[src/rtl/fwd_pkg.sv]
// Forwarding scoreboard shared types.
//   fwd_slot_t  : one in-flight producer (valid, destination register, ready slot).
//   FWD_SEL_RF  : select code meaning "take the value from the regfile".
//   fwd_sel_w() : select width for a given number of tracked stages.
// Slot fields are sized for the widest supported build (REG_AW <= 8,
// NUM_STAGES <= 16). Narrower register/ready values are zero-extended.
package fwd_pkg;
    localparam int FWD_DST_W  = 8;
    localparam int FWD_RDY_W  = 4;
    localparam int FWD_SEL_RF = 0;

    function automatic int fwd_sel_w(input int num_stages);
        return $clog2(num_stages + 1);
    endfunction

    localparam int FWD_SEL_W = fwd_sel_w(3);

    typedef struct packed {
        logic                 valid;
        logic [FWD_DST_W-1:0] dst;
        logic [FWD_RDY_W-1:0] rdy;
    } fwd_slot_t;
endpackage

[src/rtl/fwd_src_match.sv]
// Per-source-channel forwarding decision.
//   slots_i     : current scoreboard slots, index 0 = youngest (E)
//   src_reg_i   : source register read by the decode instruction
//   src_need_i  : value is consumed in decode this cycle
//   fwd_sel_o   : 0 = regfile, k+1 = result of slot k
//   stall_req_o : matched producer has not produced its result yet
module fwd_src_match import fwd_pkg::*; #(
    parameter int NUM_STAGES = 3,
    parameter int REG_AW     = 5,
    parameter int SEL_W      = fwd_sel_w(NUM_STAGES)
) (
    input  fwd_slot_t [NUM_STAGES-1:0] slots_i,
    input  logic [REG_AW-1:0]          src_reg_i,
    input  logic                       src_need_i,
    output logic [SEL_W-1:0]           fwd_sel_o,
    output logic                       stall_req_o
);
    logic                 hit;
    logic [SEL_W-1:0]     hit_idx;
    logic [FWD_RDY_W-1:0] hit_rdy;

    always_comb begin
        hit         = 1'b0;
        hit_idx     = '0;
        hit_rdy     = '0;
        fwd_sel_o   = SEL_W'(FWD_SEL_RF);
        stall_req_o = 1'b0;
        // Scan oldest to youngest so the youngest matching slot wins.
        for (int k = NUM_STAGES - 1; k >= 0; k--) begin
            if (slots_i[k].valid && slots_i[k].dst == FWD_DST_W'(src_reg_i)) begin
                hit     = 1'b1;
                hit_idx = SEL_W'(k);
                hit_rdy = slots_i[k].rdy;
            end
        end
        // $0 is hardwired, never forwarded or waited on.
        if (hit && src_reg_i != '0) begin
            if (hit_rdy <= FWD_RDY_W'(hit_idx))
                fwd_sel_o = hit_idx + SEL_W'(1);
            else
                stall_req_o = src_need_i;
        end
    end
endmodule

[src/rtl/forward_scoreboard.sv]
// Decode-stage forwarding scoreboard.
// Tracks the destination registers of the NUM_STAGES instructions behind
// decode and, per source channel, selects a bypass source or requests a stall.
//   clk, reset          : clock, synchronous active-high reset
//   id_valid/wen/dst/rdy: decode instruction and the slot its result is ready at
//   flush_i             : kill the decode instruction (never enters slot 0)
//   src_reg_i/need_i    : per-channel sources, packed channel 0 in the LSBs
//   fwd_sel_o           : per-channel bypass select, packed channel 0 in the LSBs
//   stall_o             : hold decode/fetch, bubble into slot 0
// Optional: define FWD_PERF_CNT_EN to add stall_cnt_o / fwd_cnt_o cycle counters.
module forward_scoreboard import fwd_pkg::*; #(
    parameter int NUM_STAGES = 3,
    parameter int NUM_SRC    = 2,
    parameter int REG_AW     = 5
) (
    input  logic                                     clk,
    input  logic                                     reset,
    input  logic                                     id_valid_i,
    input  logic                                     id_wen_i,
    input  logic [REG_AW-1:0]                        id_dst_i,
    input  logic [$clog2(NUM_STAGES)-1:0]            id_rdy_i,
    input  logic                                     flush_i,
    input  logic [NUM_SRC*REG_AW-1:0]                src_reg_i,
    input  logic [NUM_SRC-1:0]                       src_need_i,
    output logic [NUM_SRC*$clog2(NUM_STAGES+1)-1:0]  fwd_sel_o,
    output logic                                     stall_o
`ifdef FWD_PERF_CNT_EN
    ,
    output logic [31:0]                              stall_cnt_o,
    output logic [31:0]                              fwd_cnt_o
`endif
);
    localparam int SEL_W = fwd_sel_w(NUM_STAGES);

    fwd_slot_t [NUM_STAGES-1:0] slots_q, slots_d;
    logic [NUM_SRC-1:0]         stall_req;
    logic [NUM_SRC*SEL_W-1:0]   sel_raw;

    for (genvar c = 0; c < NUM_SRC; c++) begin : g_src
        fwd_src_match #(
            .NUM_STAGES (NUM_STAGES),
            .REG_AW     (REG_AW),
            .SEL_W      (SEL_W)
        ) u_match (
            .slots_i     (slots_q),
            .src_reg_i   (src_reg_i[c*REG_AW +: REG_AW]),
            .src_need_i  (src_need_i[c]),
            .fwd_sel_o   (sel_raw[c*SEL_W +: SEL_W]),
            .stall_req_o (stall_req[c])
        );
    end

    // Outputs are forced quiet while reset is held; slots may still hold
    // pre-reset producers until the reset edge.
    always_comb begin
        stall_o   = !reset && (|stall_req);
        fwd_sel_o = reset ? '0 : sel_raw;
    end

    always_comb begin
        slots_d    = slots_q;
        slots_d[0] = '0;
        if (id_valid_i && id_wen_i && id_dst_i != '0 && !stall_o && !flush_i) begin
            slots_d[0].valid = 1'b1;
            slots_d[0].dst   = FWD_DST_W'(id_dst_i);
            slots_d[0].rdy   = FWD_RDY_W'(id_rdy_i);
        end
        for (int k = 1; k < NUM_STAGES; k++)
            slots_d[k] = slots_q[k-1];
    end

    always_ff @(posedge clk) begin
        if (reset) slots_q <= '0;
        else       slots_q <= slots_d;
    end

`ifdef FWD_PERF_CNT_EN
    logic [31:0] stall_cnt_q, stall_cnt_d;
    logic [31:0] fwd_cnt_q, fwd_cnt_d;

    always_comb begin
        stall_cnt_d = stall_cnt_q + {31'd0, stall_o};
        fwd_cnt_d   = fwd_cnt_q + {31'd0, (|fwd_sel_o)};
    end

    always_ff @(posedge clk) begin
        if (reset) begin
            stall_cnt_q <= '0;
            fwd_cnt_q   <= '0;
        end else begin
            stall_cnt_q <= stall_cnt_d;
            fwd_cnt_q   <= fwd_cnt_d;
        end
    end

    assign stall_cnt_o = stall_cnt_q;
    assign fwd_cnt_o   = fwd_cnt_q;
`endif
endmodule

[config.mk]
export PLATFORM = sky130hd
export DESIGN_NAME = forward_scoreboard
export DESIGN_NICKNAME = d
export VERILOG_FILES = /design/src/rtl/fwd_pkg.sv /design/src/rtl/fwd_src_match.sv /design/src/rtl/forward_scoreboard.sv
export SDC_FILE = /design/constraint.sdc
export NUM_CORES = 1
export LEC_CHECK = 0
export ABC_AREA = 1
export CAP_MARGIN = 20
export CORE_MARGIN = 5
export CORE_UTILIZATION = 45
export DETAILED_ROUTE_END_ITERATION = 7
export PLACE_DENSITY = 0.67
export SLEW_MARGIN = 20
export SYNTH_ARGS = -nofsm -noshare
export SYNTH_HDL_FRONTEND = slang
export SYNTH_SLANG_ARGS = --single-unit
[constraint.sdc]
create_clock -name clk -period 4.3 [get_ports clk]
set_input_delay 0.645 -clock clk [delete_from_list [all_inputs] [get_ports clk]]
set_output_delay 0.645 -clock clk [all_outputs]
set_load 0.05 [all_outputs]
---- Word-level counts from Yosys, hierarchy flattened ----
Index checks and enable logic that the tools add are counted.
W data, S select, Z words.
word-level totals
  register bits after elaboration ......... 39
  bits of input ports ..................... 24
  output and inout port bits .............. 5
  logic and storage cells ................. 71
operators by class
  add/subtract/negate cells ............... 2
  order comparisons ....................... 2
  equality and inequality tests ........... 6
  mux-type cells .......................... 28
  bitwise logic cells ..................... 1
  reduce and logical (&&, ||, !) cells .... 21
operators with widths
  kind                   number
  $eq A8 B5 Y1           6
  $mux W4                7
  $mux W2                10
  $reduce_bool A5 Y1     3
  $logic_and A1 B1 Y1    13
  $mux W13               1
  $mux W1                10
  $le A4 B2 Y1           2
  $add A2 B1 Y2 const B  2
  $reduce_or A2 Y1       2
  $logic_not A1 Y1       3
  $not A1 Y1             1

---- Longest topological paths before layout ----
Gate-level depths: netlist (run 1).
  depth in word-level cells ............... 15
  gate-level depth with buffers ........... 19
  gate-level depth less buffers ........... 19

---- Cells and area by module ----
Synthesis (run 1) repeated with hierarchy kept, for this count alone.
unflattened totals
  cell total of the unflattened synthesis .. 311
  area, all modules ....................... 1,846.8 sq um
modules (own cells, without submodules)
  module              instances  cells each  area each (sq um)  seq. area each (sq um)
  fwd_src_match       2          109         550.5              0.0
  forward_scoreboard  1          93          745.7              480.5

---- Worst setup path before layout (run 1) ----
Ideal clock, no wire load.
  path kind ............................... input to output
  start point ............................. input src_reg_i[0]
  end point ............................... output fwd_sel_o[1]
  arrival time ............................ 3,208 ps
  data required time ...................... 3,655 ps
  slack ................................... 447 ps
  cell stages on the path ................. 14
  path buffers ............................ 0
  cells stage by stage .................... inv_1 -> nand2_1 -> o21ai_1 -> nor2_1 -> nand3_1 -> inv_1 -> nor2_1 -> nand3_1 -> o211ai_1 -> ha_1 -> nand2_1 -> a22oi_1 -> or2_2 -> a211oi_1
between the ends
  word-level cells in the longest chain between the ends .. 9
  elaborated cells between the ends (all ways) .. 22
  classes of those cells .................. 1 x add/sub; 1 x order compare; 3 x eq/ne; 12 x mux; 5 x reduce/logical
ends and longest elaborated chain
  what                                             RTL line                                  source
  from (decl)                                      forward_scoreboard.sv:23                  input logic [NUM_SRC*REG_AW-1:0] src_reg_i,
  $eq A8 B5 Y1                                     fwd_src_match.sv:30                       if (slots_i[k].valid && slots_i[k].dst == FWD_DST_W'(src_reg_i)) begin
  $logic_and A1 B1 Y1                              fwd_src_match.sv:30
  $mux W4 or $mux W2 (tied branches) (3 in a row)  fwd_src_match.sv:30
  $le A4 B2 Y1 or $add A2 B1 Y2 (tied branches)    fwd_src_match.sv:38, fwd_src_match.sv:39
  $mux W2                                          fwd_src_match.sv:38                       if (hit_rdy <= FWD_RDY_W'(hit_idx))
  $mux W2 *                                        fwd_src_match.sv:37                       if (hit && src_reg_i != '0) begin
  $mux W4 *                                        forward_scoreboard.sv:57                  fwd_sel_o = reset ? '0 : sel_raw;
  to (decl)                                        forward_scoreboard.sv:25                  output logic [NUM_SRC*$clog2(NUM_STAGES+1)-1:0] fwd_sel_o,
Mark *: on every way between the ends. The rest lies on a longest branch, timed or not.

---- Worst setup path after layout (run 1) ----
  start point ............................. input src_reg_i[3]
  end point ............................... output fwd_sel_o[1]
The elaborated chain is that of the path after synthesis.

==> flow_summary_export.csv, run 1 <==
group,metric,value,unit
job,drv_cap,0,
clock_network,postCtsSetupRepairBufs,0,
critical_path,required,3.65,ns
worst_hold_path,hp-class,"flop to flop",
sta,finalCritPeriodShare,94.12,%
floorplan,fp.dieH,67.88,um
synthesis,synth_top_cell_area_share,31.87,%
global_route,grtUsageMet2,27.83,%
synthesis,synthDistinctLibCells,23,
layout,fin_nets,317,
synthesis,synth_area_per_cell,5.867,sq um
floorplan,rows,21,
sta,hold_slack,0.4581,ns
critical_path,r2r_slack,1.87,ns
detailed_routing,drc,0,
critical_path,crit_path_end_kind,"output port",
critical_path,crit_type,"input pin to output port",
synthesis,yosysWarnings,0,
clock_network,insertion_delay,0.32,ns
global_route,antenna_found_initial,0,
clock_network,cts.sinks,24,
synthesis,syn_area,1508,sq um
sta,setup_violations,0,
clock_network,holdBufCountCts,0,
placement,dpl.hpwl,2.933,mm
sta,max_freq,247.1,MHz
clock_network,clk_pin_slew,0.14,ns
critical_path,crit_path_max_fanout,4,
synthesis,synth_top_area_cell,"dfxtp_1",
sta,fin_crit,4.047,ns
clock_network,cts-resized-gates,0,
floorplan,ioPinCount,29,
worst_hold_path,hp-start,"slots_d[38]$_SDFF_PP0_",
detailed_routing,ant_nets,0,
sta,worst_slew_pin_slew,0.4082,ns
layout,utilization,59.28,%
pwr,p_leak,0.0009901,uW
clock_network,cts_tree,"yes",
floorplan,die_w,67.88,um
detailed_routing,vias_per_cell,4.701,
clock_network,cts_max_path_buffers,2,
sta,fin_tns_setup,0,ns
layout,diodes,0,
global_route,busiest_layer,"met2",
clock_network,htree_levels,1,
clock_network,root_buffer,"clkbuf_4",
sta,skew,0.004339,ns
placement,port_buffers,28,
detailed_routing,drtIter0Drc,107,
global_route,grt_pass1_wl,6.065,mm
placement,dpl_cell_area,1894,sq um
layout,most-common-layout-cells,"nand2_1, nor2_1, inv_1",
critical_path,rr_startpoint,"slots_q[33]$_SDFF_PP0_",
detailed_routing,wl_per_cell,10.88,um
clock_network,numCtsBuffers,3,
global_route,met3_usage,2.299,%
pwr,power_density,235.2,nW/um^2
floorplan,die-area,4608,sq um
global_route,grt_pass1_vias,1388,
synthesis,ys_ff_latch,24,
sta,hold_violations,0,
status,status,"completed",
layout,final_cells,334,
detailed_routing,firstDrtPassIters,4,
critical_path,worstPathArrival,3.40,ns
detailed_routing,vias,1570,
pwr,vdd_ir_drop_max,149.4,uV
sta,slew_violations,0,
global_route,use_met1,23.35,%
floorplan,core-area,3284,sq um
synthesis,synth-seq-area-share,31.87,%
synthesis,postSynthCellCount,257,
critical_path,startpoint_type,"input pin",
detailed_routing,wl,3.634,mm
placement,routabilityCongestion,0.8797,
sta,max_slew_margin,72.62,%
layout,final_common_cell,"nand2_1",
placement,dp.cells,330,
synthesis,yosys-top-cells-area,"dfxtp_1, nand2_1, nor2_1",
layout,drive_gt1_share,8.333,%
global_route,track_usage,17.47,%
critical_path,crit_start,"src_reg_i[3]",
layout,area_growth,29.13,%
global_route,grt_max_degree,18,
global_route,grt_overflow,0,
floorplan,start_util,45.90,%
sta,rsz0062_at_grt,"no",
synthesis,syn_nets,285,
layout,finalInstanceArea,1947,sq um
through the flow:
step,worst slack (ns),power [uW]
floorplan,0.4466,260.7
global placement,0.3184,294.9
detailed placement,0.2748,294.6
CTS,0.2564,463.3
global route,0.03040,478.4
finish,0.2527,457.9
path summary, 6_finish.rpt:
kind	to	cells past startpoint
setup / recovery	fwd_sel_o[1]	15
hold reg to reg	slots_q[38]$_SDFF_PP0_	2
hold / removal	slots_q[38]$_SDFF_PP0_	2
setup reg to reg	slots_d[21]$_SDFF_PP0_	16
report_power, final:
| part | total, uW | switching [uW] | internal (uW) |
|---|---|---|---|
| registers | 227 | 1.95 | 225 |
| logic | 63.1 | 32.1 | 31.1 |
| clock network | 168 | 73.5 | 94.3 |
area by class of cell:
cell class                 instances  area, sq um
clock buffer                       3        22.52
clock inverter                     1        30.03
fill                             342         1338
inverter                          51        191.4
multi-input combinational        180        827.0
sequential                        24        480.5
tap                               46        57.56
timing repair buffer              29        337.8
cells in the mapped netlist (all sizes together):
cell    instances
nand3          14
buf             1
a22oi           1
ha              4
nand3b          1
o211ai          2
o21ai          11
a211oi          1
clkbuf          1
xor2            1
nor3            2
dfxtp          24
nand2          82
or2             1
nand4           3
a21oi           5
nor2           52
inv            51
sequential cells by signal (all words and copies together) (netlist names):
signal,flops
slots_d,16
slots_q,8
critical path: stages:
cell and delay [ns]:
clkdlybuf4s50_1 0.53, inv_2 0.07, nand2_1 0.06, nand2_1 0.06, nor2_1 0.15, nand3_1 0.15, nor2_1 0.24, nand3_1 0.10
o211ai_1 0.11, ha_1 0.28, nand2_1 0.07, a22oi_1 0.07, or2_2 0.31, a211oi_1 0.35, buf_12 0.19
per-layer routing:
| layer | up-vias | part of all wire, % |
|---|---|---|
| met1 | 680 | 49 |
| met5 | - | 0 |
| met2 | 46 | 43 |
| met4 | 0 | 2.1 |
| li1 | 837 | - |
| met3 | 7 | 6.3 |
logic make-up after synthesis:
family                     after synthesis  synth area share, %
AOI/OAI and AO/OA                       20                7.303
buffers and inverters                   53                13.28
xor gates and xnor gates                 1               0.5810
and+or+nand+nor                        155                43.65
adders and majority gates                4                3.320
DFF                                     24                31.87
(Power assumes the default switching activity.)
==> run 2, diff against run 1 <==
- SLEW_MARGIN: 20 -> default
==> results of run 2 <==
The final DEF is identical to that of run 1; final timing and power are the same.
